==> config.mk <==
export PLATFORM = sky130hd
export DESIGN_NAME = floating_point_max_of_n_flat
export DESIGN_NICKNAME = d
export VERILOG_FILES = /design/src/rtl/floating_point_max_of_n_if.sv /design/src/rtl/floating_point_max_of_n.sv /design/src/flat_wrapper.sv
export SDC_FILE = /design/constraint.sdc
export NUM_CORES = 1
export LEC_CHECK = 0
export CAP_MARGIN = 20
export CELL_PAD_IN_SITES_DETAIL_PLACEMENT = 1
export CELL_PAD_IN_SITES_GLOBAL_PLACEMENT = 1
export CORE_UTILIZATION = 25
export CTS_BUF_LIST = sky130_fd_sc_hd__clkbuf_8
export CTS_CLUSTER_DIAMETER = 150
export DETAILED_ROUTE_END_ITERATION = 6
export MAX_ROUTING_LAYER = met4
export PLACE_DENSITY_LB_ADDON = 0.1
export SYNTH_ARGS = -nofsm -noshare
export SYNTH_HDL_FRONTEND = slang
export SYNTH_SLANG_ARGS = --single-unit
==> constraint.sdc <==
create_clock -name clk -period 24.8 [get_ports clk]
set_clock_uncertainty 0.05 [all_clocks]
set_input_delay 4.96 -clock clk [delete_from_list [all_inputs] [get_ports clk]]
set_output_delay 4.96 -clock clk [all_outputs]
set_load 0.005 [all_outputs]
==> src/rtl/floating_point_max_of_n_if.sv <==
// rtl/floating_point_max_of_n_if.sv - stream and result bundle for floating_point_max_of_n
interface floating_point_max_of_n_if #(
    parameter int DATA_WIDTH = 32
);
    logic                  start;
    logic                  in_valid;
    logic [DATA_WIDTH-1:0] in1;
    logic [DATA_WIDTH-1:0] in2;
    logic [DATA_WIDTH-1:0] in3;
    logic [DATA_WIDTH-1:0] in4;
    logic                  in_ready;
    logic                  busy;
    logic [DATA_WIDTH-1:0] max_input;
    logic                  softmax_enable;

    modport master (
        output start, in_valid, in1, in2, in3, in4,
        input  in_ready, busy, max_input, softmax_enable
    );

    modport slave (
        input  start, in_valid, in1, in2, in3, in4,
        output in_ready, busy, max_input, softmax_enable
    );
endinterface

==> src/rtl/floating_point_max_of_n.sv <==
// rtl/floating_point_max_of_n.sv - streaming sign-aware max reduction feeding the softmax exp stage
module floating_point_max_of_n #(
    parameter int ARITH_TYPE = 0,
    parameter int DATA_WIDTH = 32,
    parameter int E          = 8,
    parameter int M          = 23,
    parameter int N_ELEMS    = 10
) (
    input  logic                     clk,
    input  logic                     reset,
    floating_point_max_of_n_if.slave bus
);
    localparam int BEATS    = (N_ELEMS + 3) / 4;
    localparam int CW       = (BEATS > 1) ? $clog2(BEATS) : 1;
    localparam int SIGN_BIT = (ARITH_TYPE == 0) ? (E + M) : (DATA_WIDTH - 1);
    localparam logic [CW-1:0] LAST_BEAT = CW'(BEATS - 1);
    localparam logic [DATA_WIDTH-1:0] MSB = DATA_WIDTH'(1) << SIGN_BIT;

    typedef enum logic [1:0] {IDLE, ACCUM, DONE} state_t;

    state_t                state_q, state_d;
    logic [CW-1:0]         beat_cnt_q, beat_cnt_d;
    logic                  first_q, first_d;
    logic [DATA_WIDTH-1:0] running_q, running_d;
    logic [DATA_WIDTH-1:0] max_q, max_d;

    logic [DATA_WIDTH-1:0] lane [4];
    logic [3:0]            lane_ok;
    logic [DATA_WIDTH-1:0] beat_max;
    logic [DATA_WIDTH-1:0] new_max;

    // Unsigned ordering key: FP folds sign-magnitude onto a monotone line,
    // fixed point just flips the sign bit to turn signed into unsigned order.
    function automatic logic [DATA_WIDTH-1:0] key_f(input logic [DATA_WIDTH-1:0] x);
        if (ARITH_TYPE == 0)
            key_f = x[DATA_WIDTH-1] ? ~x : (x | MSB);
        else
            key_f = x ^ MSB;
    endfunction

    assign lane[0] = bus.in1;
    assign lane[1] = bus.in2;
    assign lane[2] = bus.in3;
    assign lane[3] = bus.in4;

    // Lanes past the end of the vector on the last beat are masked out
    always_comb begin
        lane_ok = '0;
        for (int k = 0; k < 4; k++)
            lane_ok[k] = ((int'(beat_cnt_q) * 4) + k) < N_ELEMS;
    end

    // Beat maximum; strict greater-than keeps the lowest index on ties (lane 0 always valid)
    always_comb begin
        beat_max = lane[0];
        for (int k = 1; k < 4; k++)
            if (lane_ok[k] && (key_f(lane[k]) > key_f(beat_max)))
                beat_max = lane[k];
    end

    // Running value holds earlier indices, so it wins ties against the new beat
    assign new_max = (first_q || (key_f(beat_max) > key_f(running_q))) ? beat_max : running_q;

    // State register
    always_ff @(posedge clk or posedge reset) begin
        if (reset) state_q <= IDLE;
        else       state_q <= state_d;
    end

    // Datapath registers
    always_ff @(posedge clk or posedge reset) begin
        if (reset) begin
            beat_cnt_q <= '0;
            first_q    <= 1'b0;
            running_q  <= '0;
            max_q      <= '0;
        end else begin
            beat_cnt_q <= beat_cnt_d;
            first_q    <= first_d;
            running_q  <= running_d;
            max_q      <= max_d;
        end
    end

    // Next-state and datapath updates
    always_comb begin
        state_d    = state_q;
        beat_cnt_d = beat_cnt_q;
        first_d    = first_q;
        running_d  = running_q;
        max_d      = max_q;
        case (state_q)
            IDLE: begin
                if (bus.start) begin
                    state_d    = ACCUM;
                    beat_cnt_d = '0;
                    first_d    = 1'b1;
                end
            end
            ACCUM: begin
                if (bus.in_valid) begin
                    first_d   = 1'b0;
                    running_d = new_max;
                    if (beat_cnt_q == LAST_BEAT) begin
                        max_d      = new_max;
                        state_d    = DONE;
                        beat_cnt_d = '0;
                    end else begin
                        beat_cnt_d = beat_cnt_q + CW'(1);
                    end
                end
            end
            DONE:    state_d = IDLE;
            default: state_d = IDLE;
        endcase
    end

    // Moore outputs
    always_comb begin
        bus.in_ready       = (state_q == ACCUM);
        bus.busy           = (state_q == ACCUM) || (state_q == DONE);
        bus.softmax_enable = (state_q == DONE);
        bus.max_input      = max_q;
    end
endmodule

==> src/flat_wrapper.sv <==
// flat-port wrapper written by rule: the top's interface ports become plain ports
module floating_point_max_of_n_flat 
#(
    parameter int ARITH_TYPE = 0,
    parameter int DATA_WIDTH = 32,
    parameter int E          = 8,
    parameter int M          = 23,
    parameter int N_ELEMS    = 10
)
  (clk, reset, bus_start, bus_in_valid, bus_in1, bus_in2, bus_in3, bus_in4, bus_in_ready, bus_busy, bus_max_input, bus_softmax_enable);
  floating_point_max_of_n_if #(.DATA_WIDTH(DATA_WIDTH)) bus_i ();
  input  logic clk;
  input  logic reset;
  input wire logic [$bits(bus_i.start)-1:0] bus_start;
  input wire logic [$bits(bus_i.in_valid)-1:0] bus_in_valid;
  input wire logic [$bits(bus_i.in1)-1:0] bus_in1;
  input wire logic [$bits(bus_i.in2)-1:0] bus_in2;
  input wire logic [$bits(bus_i.in3)-1:0] bus_in3;
  input wire logic [$bits(bus_i.in4)-1:0] bus_in4;
  output wire logic [$bits(bus_i.in_ready)-1:0] bus_in_ready;
  output wire logic [$bits(bus_i.busy)-1:0] bus_busy;
  output wire logic [$bits(bus_i.max_input)-1:0] bus_max_input;
  output wire logic [$bits(bus_i.softmax_enable)-1:0] bus_softmax_enable;
  assign bus_i.start = bus_start;
  assign bus_i.in_valid = bus_in_valid;
  assign bus_i.in1 = bus_in1;
  assign bus_i.in2 = bus_in2;
  assign bus_i.in3 = bus_in3;
  assign bus_i.in4 = bus_in4;
  assign bus_in_ready = bus_i.in_ready;
  assign bus_busy = bus_i.busy;
  assign bus_max_input = bus_i.max_input;
  assign bus_softmax_enable = bus_i.softmax_enable;
  floating_point_max_of_n #(.ARITH_TYPE(ARITH_TYPE), .DATA_WIDTH(DATA_WIDTH), .E(E), .M(M), .N_ELEMS(N_ELEMS)) u_core (.clk(clk), .reset(reset), .bus(bus_i));
endmodule
* Word-level counts from Yosys, hierarchy flattened
Index checks and enable logic that the tools add are counted.
** Storage, ports and cells
- Register bits :: 69
- Input bits :: 132
- Output and inout port bits :: 35
- Logic and storage cells :: 64
** Cells by class
- Add/sub/neg operators :: 4
- Order comparisons :: 7
- Equality and inequality tests :: 6
- Mux-type cells :: 23
- Bitwise operators :: 8
- Reduce and logical (&&, ||, !) cells :: 11
** Operators by type and width (number)
- 32-bit two-way mux :: 12
- 32-bit NOT :: 8
- 32-bit > comparator :: 4
- 32-bit by 5-bit less-than comparator with 1-bit output (second input constant) :: 3
- 2-bit two-way mux :: 6
- 4-bit by 2-bit adder with 5-bit output (second input constant) :: 2
- 3-bit AND reduction :: 3
- 2-bit case mux with 2 select lines :: 2
- 4-bit by 1-bit adder with 5-bit output (second input constant) :: 1
- 2-bit == test (second input constant) :: 2
- 2-bit inequality test (second input constant) :: 2
- 1-bit logical AND :: 3
- 2-bit by 1-bit adder with 2-bit output (second input constant) :: 1
- 2-bit by 1-bit == test with 1-bit output (second input constant) :: 1
- 2-bit zero test :: 1
- 1-bit logical OR :: 2
- 1-bit two-way mux :: 2
- 2-bit by 1-bit inequality test with 1-bit output (second input constant) :: 1
- 1-bit case mux with 2 select lines :: 1
- 2-bit AND reduction :: 1
- 2-bit nonzero test :: 1

* Longest topological paths before layout
Gate-level depths: netlist (run 1).
- Depth in word-level cells :: 20
- Mapped depth :: 47
- Gate-level depth less buffers :: 37

* Worst setup path after synthesis (run 1)
Ideal clock, no wire load.
- Path kind :: input port to flip-flop
- Start :: in bus_in2[31]
- End :: reg u_core.running_q[0]
- Setup time :: 0.128 ns
- Arrival :: 14.979 ns
- Required time :: 24.622 ns
- Slack :: 9.643 ns
- Cell stages on the path :: 45
- Path buffers :: 10
- Cell sequence :: clkbuf_1 -> buf_1 -> xor2_1 -> ha_1 -> nand4_1 -> or4_1 -> o21ai_0 -> a31oi_1 -> or3b_1 -> and2_1 -> clkbuf_1 -> buf_2 -> xnor2_1 -> ha_1 -> nand4_1 -> nor3_1 -> a221o_1 -> o31ai_1 -> [9 not listed] -> nor4_1 -> a21oi_1 -> o31a_1 -> a31o_2 -> clkbuf_1 -> a21oi_1 -> clkbuf_1 -> xnor2_1 -> ha_1 -> nand4_1 -> or2_2 -> o221a_2 -> a21oi_1 -> o22ai_1 -> o21ai_1 -> nor2b_1 -> buf_2 -> mux2_1
** Between the ends
- Longest elaborated chain between the ends :: 20
** Ends and longest elaborated chain
- start, declared :: RTL line flat_wrapper.sv:17 : input wire logic [$bits(bus_i.in2)-1:0] bus_in2;
- 32-bit NOT :: RTL line floating_point_max_of_n.sv:36 : key_f = x[DATA_WIDTH-1] ? ~x : (x | MSB);
- 32-bit two-way mux :: RTL line floating_point_max_of_n.sv:36
- 32-bit > comparator :: RTL line floating_point_max_of_n.sv:57 : if (lane_ok[k] && (key_f(lane[k]) > key_f(beat_max)))
- 1-bit logical AND :: RTL line floating_point_max_of_n.sv:57
- 32-bit two-way mux (*) :: RTL line floating_point_max_of_n.sv:57
- 32-bit NOT :: RTL line floating_point_max_of_n.sv:36
- 32-bit two-way mux :: RTL line floating_point_max_of_n.sv:36
- 32-bit > comparator :: RTL line floating_point_max_of_n.sv:57
- [4 not listed]
- 32-bit > comparator :: RTL line floating_point_max_of_n.sv:57
- 1-bit logical AND :: RTL line floating_point_max_of_n.sv:57
- 32-bit two-way mux (*) :: RTL line floating_point_max_of_n.sv:57
- 32-bit NOT :: RTL line floating_point_max_of_n.sv:36
- 32-bit two-way mux :: RTL line floating_point_max_of_n.sv:36
- 32-bit > comparator :: RTL line floating_point_max_of_n.sv:62 : assign new_max = (first_q || (key_f(beat_max) > key_f(running_q))) ? beat_max : running_q;
- 1-bit logical OR :: RTL line floating_point_max_of_n.sv:62
- 32-bit two-way mux (*) :: RTL line floating_point_max_of_n.sv:62
- end signal, assigned :: RTL line floating_point_max_of_n.sv:80 : running_q <= running_d;
- end, declared :: RTL line floating_point_max_of_n.sv:24 : logic [DATA_WIDTH-1:0] running_q, running_d;
Every way passes the cells marked *; elsewhere a longest branch is shown, timed or not.
A chain may end at the register's enable or synchronous reset.

* Final worst setup path (run 1)
- Start :: in bus_in1[31]
- End :: reg u_core.running_q[24]
** Between the ends
- Longest elaborated chain between the ends :: 20
** Ends and longest elaborated chain
- start, declared :: RTL line flat_wrapper.sv:16 : input wire logic [$bits(bus_i.in1)-1:0] bus_in1;
- 32-bit NOT :: RTL line floating_point_max_of_n.sv:36
- 32-bit two-way mux :: RTL line floating_point_max_of_n.sv:36
- 32-bit > comparator :: RTL line floating_point_max_of_n.sv:57
- 1-bit logical AND :: RTL line floating_point_max_of_n.sv:57
- 32-bit two-way mux (*) :: RTL line floating_point_max_of_n.sv:57
- 32-bit NOT :: RTL line floating_point_max_of_n.sv:36
- 32-bit two-way mux :: RTL line floating_point_max_of_n.sv:36
- 32-bit > comparator :: RTL line floating_point_max_of_n.sv:57
- [4 not listed]
- 32-bit > comparator :: RTL line floating_point_max_of_n.sv:57
- 1-bit logical AND :: RTL line floating_point_max_of_n.sv:57
- 32-bit two-way mux (*) :: RTL line floating_point_max_of_n.sv:57
- 32-bit NOT :: RTL line floating_point_max_of_n.sv:36
- 32-bit two-way mux :: RTL line floating_point_max_of_n.sv:36
- 32-bit > comparator :: RTL line floating_point_max_of_n.sv:62
- 1-bit logical OR :: RTL line floating_point_max_of_n.sv:62
- 32-bit two-way mux (*) :: RTL line floating_point_max_of_n.sv:62
Marked as above.

==> results of run 1 <==
[tightest hold or removal path: stages (launching register included)]
cell	delay [ps]
dfrtp_1	340
nand2_1	50
o21ai_1	60
[final cells by class]
cell class,instances,share of cell area [%]
Tap cell,468,5.043
Clock inverter,7,0.8512
Inverter,11,0.3556
Multi-Input combinational cell,931,62.97
Sequential cell,69,14.87
Timing Repair Buffer,177,14.85
Clock buffer,9,1.067
[synth_stat cells, drive strengths merged, types with 2 or more instances]
library cell	count
a21oi	85
nor4	5
and2	3
a31oi	5
o21a	5
nor2	73
nand2	56
o211ai	7
buf	28
ha	130
nor3	36
nand4	31
nand2b	3
a21o	11
xnor2	153
o221a	3
clkbuf	42
o21ai	50
nand3	11
or2	2
mux2	31
inv	11
nor2b	7
o31ai	3
a311oi	2
a211oi	38
or4	2
xor2	95
a221oi	2
dfrtp	69
mux2i	64
[where the power goes]
part	internal (µW)	switching, µW
Sequential	171	45.8
Clock	57.1	48.6
Combinational	667	844
Total	895	939
[per-layer routing]
metal  wire, µm  track usage (%)  share of wire [%]
met1      15370            22.95                 49
met2      14240            27.33                 46
met3       1081            2.176                3.5
met4        368            3.412                1.2
met5          0                -                  0
[through the flow]
step	setup slack, ps	instances	hold WS (ps)	area (µm²)
5_1_grt	5273	1672	480.4	11610
3_5_place_dp	5627	1656	426.0	11390
2_1_floorplan	9643	1081	422.6	9321
4_1_cts	6035	1672	446.0	11610
3_3_place_gp	5854	1656	418.9	11390
6_report	6326	1672	437.6	11610
[cell families after synthesis]
group | after synthesis | synth area share, %
xor gates and xnor gates | 248 | 23.30
and+or+nand+nor | 234 | 11.73
AOI/OAI and AO/OA | 224 | 14.81
muxes | 95 | 10.62
buffers and inverters | 81 | 3.570
DFF | 69 | 18.52
adders and majority gates | 130 | 17.45
[sequential cells by signal, summed over array words and instances, names as in the netlist]
signal,cells
u_core.bus.max_input,32
u_core.state_q,2
u_core.first_q,1
u_core.beat_cnt_q,2
u_core.running_q,32
[final timing paths]
path / startpoint / endpoint / depth (start not counted)
min in group asynchronous: reset / u_core.bus.max_input[24] / 3
max reg2reg: u_core.beat_cnt_q[1] / u_core.running_q[24] / 37
max in group asynchronous: reset / u_core.running_q[10] / 3
min reg2reg: u_core.bus.max_input[19] / u_core.bus.max_input[19] / 2
min: u_core.bus.max_input[19] / u_core.bus.max_input[19] / 2
max: bus_in1[31] / u_core.running_q[24] / 41
==> impl_metrics.csv, run 1 <==
group,metric,value,unit
placement,globalplace.congestion,0.8302,
logic_synthesis,synthTopCellsByArea,"dfrtp_1 (19%), ha_1 (17%), xnor2_1 (14%), xor2_1 (8.9%), mux2i_1 (6.9%)",
sta,tightest_slew,1034,ps
sta,final-setup-viol-count,0,
clock_tree,cts_num_sinks,69,
drt,vias,8108,
cells_and_area,n_antenna_cell,0,
die,start_util,25.46,%
sta,slew_headroom,31.05,%
die,die_height,195.1,µm
logic_synthesis,synth_area_per_cell,8.623,µm²
setup_path,max_stage_delay,880,ps
clock_tree,clock_latency,360,ps
setup_path,arrival,18660,ps
clock_tree,cts_setup_buffers,0,
pwr,fin_total_pwr,1834,µW
cells_and_area,nets,1461,
sta,tns,0,ps
drt,ant_nets,0,
cells_and_area,final_cell_mix,"clkdlybuf4s50_1 (162), xnor2_1 (153), ha_1 (130), xor2_1 (95), a21oi_1 (83)",
clock_tree,cts_tree,"built",
cells_and_area,layout_commonest_cell,"clkdlybuf4s50_1",
cells_and_area,nFillCells,4297,
flow_run,drv_cap,0,
logic_synthesis,yosysTopAreaCell,"dfrtp_1",
logic_synthesis,synth.distinct_cells,57,
clock_tree,max-clock-path-buffers,2,
setup_path,start_kind,"input port",
logic_synthesis,synthFlopType,"dfrtp_1",
setup_path,cp_top_family,"simple AND/OR/NAND/NOR gates",
logic_synthesis,ys.warnings.count,0,
setup_path,path_class,"in2reg",
sta,hold_viol_final,0,
setup_path,r2r_slack,12110,ps
logic_synthesis,synth-edff-count,0,
clock_tree,ctsResizeCount,0,
sta,rsz0062_at_grt,"false",
clock_tree,root_buffer,"clkbuf_8",
logic_synthesis,netlist_area,9321,µm²
setup_path,cp_slowest_cell,"and2_2",
die,ios,167,
global_routing,grt_pass1_wl,49130,µm
cells_and_area,final_core_utilization,31.72,%
drt,drcViolationCount,0,
die,row_count,70,
sta,maxSlewViolCount,0,
cells_and_area,seqCellArea,1727,µm²
sta,fmax,54.13,MHz
logic_synthesis,ys_ff_latch,69,
setup_path,critPathRequiredTime,24990,ps
worst_hold_path,hp-class,"reg2reg",
drt,drt_iter0_drc,268,
placement,port_buffers,166,
global_routing,antenna_found_initial,0,
global_routing,grtUsageTotal,17.06,%
setup_path,crit_path_end_kind,"register",
die,core-area,36610,µm²
global_routing,grt_max_degree,97,
placement,hpwl,25680,µm
logic_synthesis,synth_top_area_share,18.52,%
sta,finalCriticalPeriod,18470,ps
cells_and_area,multiInputGateArea,7312,µm²
sta,fin_crit_sh,74.49,%
die,die_x,195.1,µm
global_routing,grt_pass1_vias,8575,
clock_tree,numCtsBuffers,9,
run_status,status,"complete, no violations",
cells_and_area,drive_gt1_share,3.738,%
logic_synthesis,postSynthNetCount,1343,
drt,wl_per_cell,18.58,µm
global_routing,grt_overflow_total,0,
pwr,leakage,0.004823,µW
logic_synthesis,ys_seq_area_share,18.52,%
logic_synthesis,ys_async_sr_fraction,100.0,%
die,die_area,38060,µm²
clock_tree,postCtsHoldBufs,0,
setup_path,path_buf_inv,6,
setup_path,crit_top_cell,"buf_4",
setup_path,cp_max_fo,96,
pwr,ir_drop,0.08595,mV
cells_and_area,syn_to_final_growth,24.58,%
logic_synthesis,synthesis.instances,1081,
clock_tree,clk_pin_slew,80,ps
drt,drt_pass1_iterations,4,
drt,wl,31060,µm
clock_tree,htreeDepth,3,
drt,avgViaCountPerCell,4.849,
pwr,power.density,157.9,nW/µm²
No activity file was read; power rests on OpenSTA's default activity.
==> inputs of run 2 (changes only) <==
==> constraint.sdc (replaced) <==
create_clock -name clk -period 16.1 [get_ports clk]
set_clock_uncertainty 0.05 [all_clocks]
set_input_delay 3.22 -clock clk [delete_from_list [all_inputs] [get_ports clk]]
set_output_delay 3.22 -clock clk [all_outputs]
set_load 0.005 [all_outputs]
==> impl_metrics.csv, run 2 (synthesis results as in run 1) <==
group,metric,value,unit
clock_tree,cts_num_sinks,69,
pwr,power.density,245.5,nW/µm²
pwr,leakage,0.004893,µW
clock_tree,max-clock-path-buffers,2,
clock_tree,cts_setup_buffers,0,
sta,final-setup-viol-count,0,
sta,rsz0062_at_grt,"false",
global_routing,grt_overflow_total,0,
pwr,ir_drop,0.1233,mV
die,core-area,36610,µm²
sta,tightest_slew,1040,ps
setup_path,path_buf_inv,6,
drt,ant_nets,0,
drt,wl_per_cell,18.78,µm
sta,tns,0,ps
setup_path,max_stage_delay,710,ps
clock_tree,postCtsHoldBufs,0,
cells_and_area,drive_gt1_share,4.609,%
worst_hold_path,hp-class,"reg2reg",
drt,drt_pass1_iterations,5,
global_routing,grt_max_degree,96,
global_routing,grt_pass1_wl,49930,µm
clock_tree,root_buffer,"clkbuf_8",
flow_run,drv_cap,0,
setup_path,path_class,"in2reg",
placement,hpwl,26060,µm
setup_path,start_kind,"input port",
sta,slew_headroom,30.66,%
die,start_util,25.46,%
drt,drcViolationCount,0,
drt,wl,31610,µm
placement,port_buffers,166,
sta,finalCriticalPeriod,15250,ps
cells_and_area,syn_to_final_growth,25.88,%
placement,dp_cells,1667,
cells_and_area,n_antenna_cell,0,
clock_tree,htreeDepth,3,
sta,fmax,65.59,MHz
setup_path,crit_path_end_kind,"register",
die,row_count,70,
sta,holdWs,436.5,ps
drt,vias,8182,
cells_and_area,stdcell_count,1683,
run_status,status,"complete, no violations",
setup_path,cp_top_family,"compound AO/OA/AOI/OAI gates",
clock_tree,numCtsBuffers,9,
setup_path,arrival,15430,ps
global_routing,grtUsageTotal,17.36,%
sta,hold_viol_final,0,
placement,globalplace.congestion,0.8163,
sta,maxSlewViolCount,0,
drt,avgViaCountPerCell,4.862,
die,die_x,195.1,µm
setup_path,cp_max_fo,95,
clock_tree,ctsResizeCount,0,
sta,fin_crit_sh,94.70,%
setup_path,critPathRequiredTime,16290,ps
global_routing,antenna_found_initial,0,
die,die_height,195.1,µm
clock_tree,clock_latency,370,ps
die,die_area,38060,µm²
global_routing,grt_pass1_vias,8702,
die,ios,167,
drt,drt_iter0_drc,249,
setup_path,cp_slowest_cell,"buf_4",
cells_and_area,layout_commonest_cell,"clkdlybuf4s50_1",
cells_and_area,final_cell_mix,"clkdlybuf4s50_1 (162), xnor2_1 (153), ha_1 (130), xor2_1 (95), a21oi_1 (83)",
clock_tree,clk_pin_slew,80,ps
clock_tree,cts_tree,"built",
cells_and_area,nets,1472,
-- run 2: where the power goes --
| group | leakage (µW) | switching (µW) | internal (µW) | total (µW) |
|---|---|---|---|---|
| combinational | 0.00395 | 1310 | 1070 | 2380 |
| sequential | 0.000833 | 74.3 | 263 | 337 |
| clock | 0.000112 | 75.2 | 91.2 | 166 |
| total | 0.00489 | 1460 | 1420 | 2880 |
-- run 2: routing by layer --
layer,vias up,part of all wire (%),global-route usage [%]
met5,-,0,-
met4,0,1.3,3.587
met3,20,2.6,2.090
met2,123,46,27.80
met1,3927,50,23.38
li1,4112,-,-
-- run 2: cell type report --
class                   instances  area, µm²
clock buffers                  10      137.6
clock inverters                 6      86.33
fillers                      4300      24880
inverters                      11      41.29
multi-input cells             931       7312
flip-flops and latches         69       1727
well taps                     468      585.6
repair buffers                188       1844
-- run 2: final timing paths --
check	start	end	slack [ps]	cells past startpoint
setup / recovery	bus_in1[31]	u_core.bus.max_input[1]	850	41
hold / removal	u_core.bus.max_input[5]	u_core.bus.max_input[5]	440	2
setup reg to reg	u_core.beat_cnt_q[1]	u_core.bus.max_input[1]	4910	36
hold reg to reg	u_core.bus.max_input[5]	u_core.bus.max_input[5]	440	2
max in group asynchronous	reset	u_core.running_q[6]	11980	3
min in group asynchronous	reset	u_core.running_q[26]	3420	3
-- run 2: metrics by stage --
| stage | setup slack, ps | total power, µW | utilization [%] | area, µm² |
|---|---|---|---|---|
| finish | 854.0 | 2881 | 32.05 | 11730 |
| global placement | 630.3 | 2742 | 31.44 | 11510 |
| floorplan | 2683 | 2013 | - | 9321 |
| detailed placement | 451.4 | 2760 | 31.44 | 11510 |
| CTS | 811.2 | 2943 | 32.05 | 11730 |
| global route | 54.91 | 3217 | 32.05 | 11730 |
-- run 2: worst min-delay path, delay by kind of cell, from the launching register on --
kind / cells / cell delay [ps]
flip-flops: 1 / 340
AO/OA/AOI/OAI: 1 / 60
AND/OR/NAND/NOR: 1 / 50
==> inputs of run 3 (changes only) <==
--- a/config.mk
+++ b/config.mk
@@ -13,7 +13,7 @@
 export CTS_CLUSTER_DIAMETER = 150
 export DETAILED_ROUTE_END_ITERATION = 6
 export MAX_ROUTING_LAYER = met4
-export PLACE_DENSITY_LB_ADDON = 0.1
+export PLACE_DENSITY = 0.68
 export SYNTH_ARGS = -nofsm -noshare
 export SYNTH_HDL_FRONTEND = slang
 export SYNTH_SLANG_ARGS = --single-unit
==> impl_metrics.csv, run 3 (synthesis results as in run 1) <==
group,metric,value,unit
sta,rsz0062_at_grt,"false",
cells_and_area,drive_gt1_share,4.369,%
cells_and_area,nFillCells,4299,
setup_path,cp_max_fo,50,
global_routing,grt_max_degree,70,
die,die_x,195.1,µm
sta,slew_headroom,34.14,%
clock_tree,root_buffer,"clkbuf_8",
die,core-area,36610,µm²
cells_and_area,nets,1470,
setup_path,cp_slowest_cell,"a311oi_2",
sta,final-setup-viol-count,0,
global_routing,grt_pass1_vias,8808,
flow_run,drv_cap,0,
sta,tns,0,ps
drt,vias,8367,
clock_tree,clock_latency,360,ps
setup_path,critPathRequiredTime,16280,ps
cells_and_area,final_core_utilization,31.99,%
drt,met2_length,14800,µm
drt,avgViaCountPerCell,4.974,
pwr,power.density,244.7,nW/µm²
global_routing,grt_pass1_wl,49740,µm
drt,m1WireLength,14750,µm
setup_path,max_stage_delay,620,ps
die,row_count,70,
clock_tree,numCtsBuffers,9,
pwr,fin_total_pwr,2866,µW
cells_and_area,final_cell_mix,"clkdlybuf4s50_1 (162), xnor2_1 (153), ha_1 (130), xor2_1 (95), a21oi_1 (83)",
run_status,status,"complete, no violations",
sta,fmax,67.36,MHz
setup_path,crit_path_end_kind,"register",
clock_tree,clk_pin_slew,70,ps
pwr,ir_drop,0.1197,mV
drt,drt_iter0_drc,333,
pwr,leakage,0.004877,µW
drt,highest_layer,"met4",
sta,setup_ws,1255,ps
die,ios,167,
drt,wl_met3,1349,µm
placement,hpwl,26360,µm
sta,finalCriticalPeriod,14850,ps
sta,holdWs,436.9,ps
drt,ant_nets,0,
clock_tree,cts_setup_buffers,0,
setup_path,crit_top_cell,"buf_4",
sta,tightest_slew,987.9,ps
clock_tree,cts_tree,"built",
clock_tree,ctsResizeCount,0,
setup_path,start_kind,"input port",
clock_tree,postCtsHoldBufs,0,
cells_and_area,layout_commonest_cell,"clkdlybuf4s50_1",
die,start_util,25.46,%
sta,fin_crit_sh,92.21,%
die,die_area,38060,µm²
drt,wl_per_cell,18.80,µm
clock_tree,max-clock-path-buffers,2,
global_routing,grtUsageTotal,17.13,%
placement,port_buffers,166,
cells_and_area,syn_to_final_growth,25.62,%
drt,drt_pass1_iterations,7,
placement,pre_cts_ws,918.0,ps
drt,drcViolationCount,0,
sta,hold_viol_final,0,
setup_path,arrival,15030,ps
die,die_height,195.1,µm
sta,maxSlewViolCount,0,
setup_path,path_class,"in2reg",
global_routing,grt_overflow_total,0,
drt,wl,31630,µm
global_routing,antenna_found_initial,1,
clock_tree,cts_num_sinks,69,
placement,globalplace.congestion,0.8908,
clock_tree,htreeDepth,3,
worst_hold_path,hp-class,"reg2reg",
==> run 3: where the power goes <==
| part | leakage [µW] | switching [µW] | internal [µW] |
|---|---|---|---|
| logic | 0.00393 | 1320 | 1050 |
| registers | 0.000833 | 72.7 | 263 |
| clock network | 0.000110 | 71.4 | 91.2 |
==> run 3: path summary, 6_finish.rpt <==
| path | from | slack, ps | endpoint | depth (start not counted) |
|---|---|---|---|---|
| worst max-delay path | bus_in2[31] | 1250 | u_core.running_q[30] | 44 |
| worst min-delay path | u_core.bus.max_input[26] | 440 | u_core.bus.max_input[26] | 2 |
| worst max register to register | u_core.beat_cnt_q[1] | 5090 | u_core.running_q[30] | 39 |
| worst min register to register | u_core.bus.max_input[26] | 440 | u_core.bus.max_input[26] | 2 |
| max in group asynchronous | reset | 11980 | u_core.running_q[12] | 3 |
| min in group asynchronous | reset | 3420 | u_core.beat_cnt_q[0] | 3 |
==> run 3: routing by layer <==
layer,up-vias,track usage [%]
li1,4114,-
met4,0,4.695
met1,4042,22.20
met2,175,27.75
met3,36,2.418
met5,-,-
==> run 3: metrics by stage <==
| stage | area [µm²] | instances |
|---|---|---|
| floorplan | 9321 | 1081 |
| global placement | 11460 | 1664 |
| detailed placement | 11460 | 1664 |
| CTS | 11690 | 1680 |
| global route | 11710 | 1682 |
| finish | 11710 | 1682 |
==> run 3: cell type report <==
cell class / instances / area, µm² / area share, %
diodes: 1 / 2.502 / 0.02137
clock buffers: 10 / 137.6 / 1.175
clock inverters: 6 / 87.58 / 0.7479
inverters: 11 / 41.29 / 0.3526
multi-input cells: 931 / 7312 / 62.44
flip-flops and latches: 69 / 1727 / 14.75
well taps: 468 / 585.6 / 5.001
repair buffers: 186 / 1817 / 15.51
==> run 3: worst max-delay path: cells and delay by family <==
kind / cells / cell delay, ps
AO/OA/AOI/OAI: 16 / 3650
XOR/XNOR: 4 / 500
adder cells (fa/ha/maj): 4 / 1320
buffers and inverters: 8 / 2620
multiplexers: 2 / 890
AND/OR/NAND/NOR: 10 / 2810
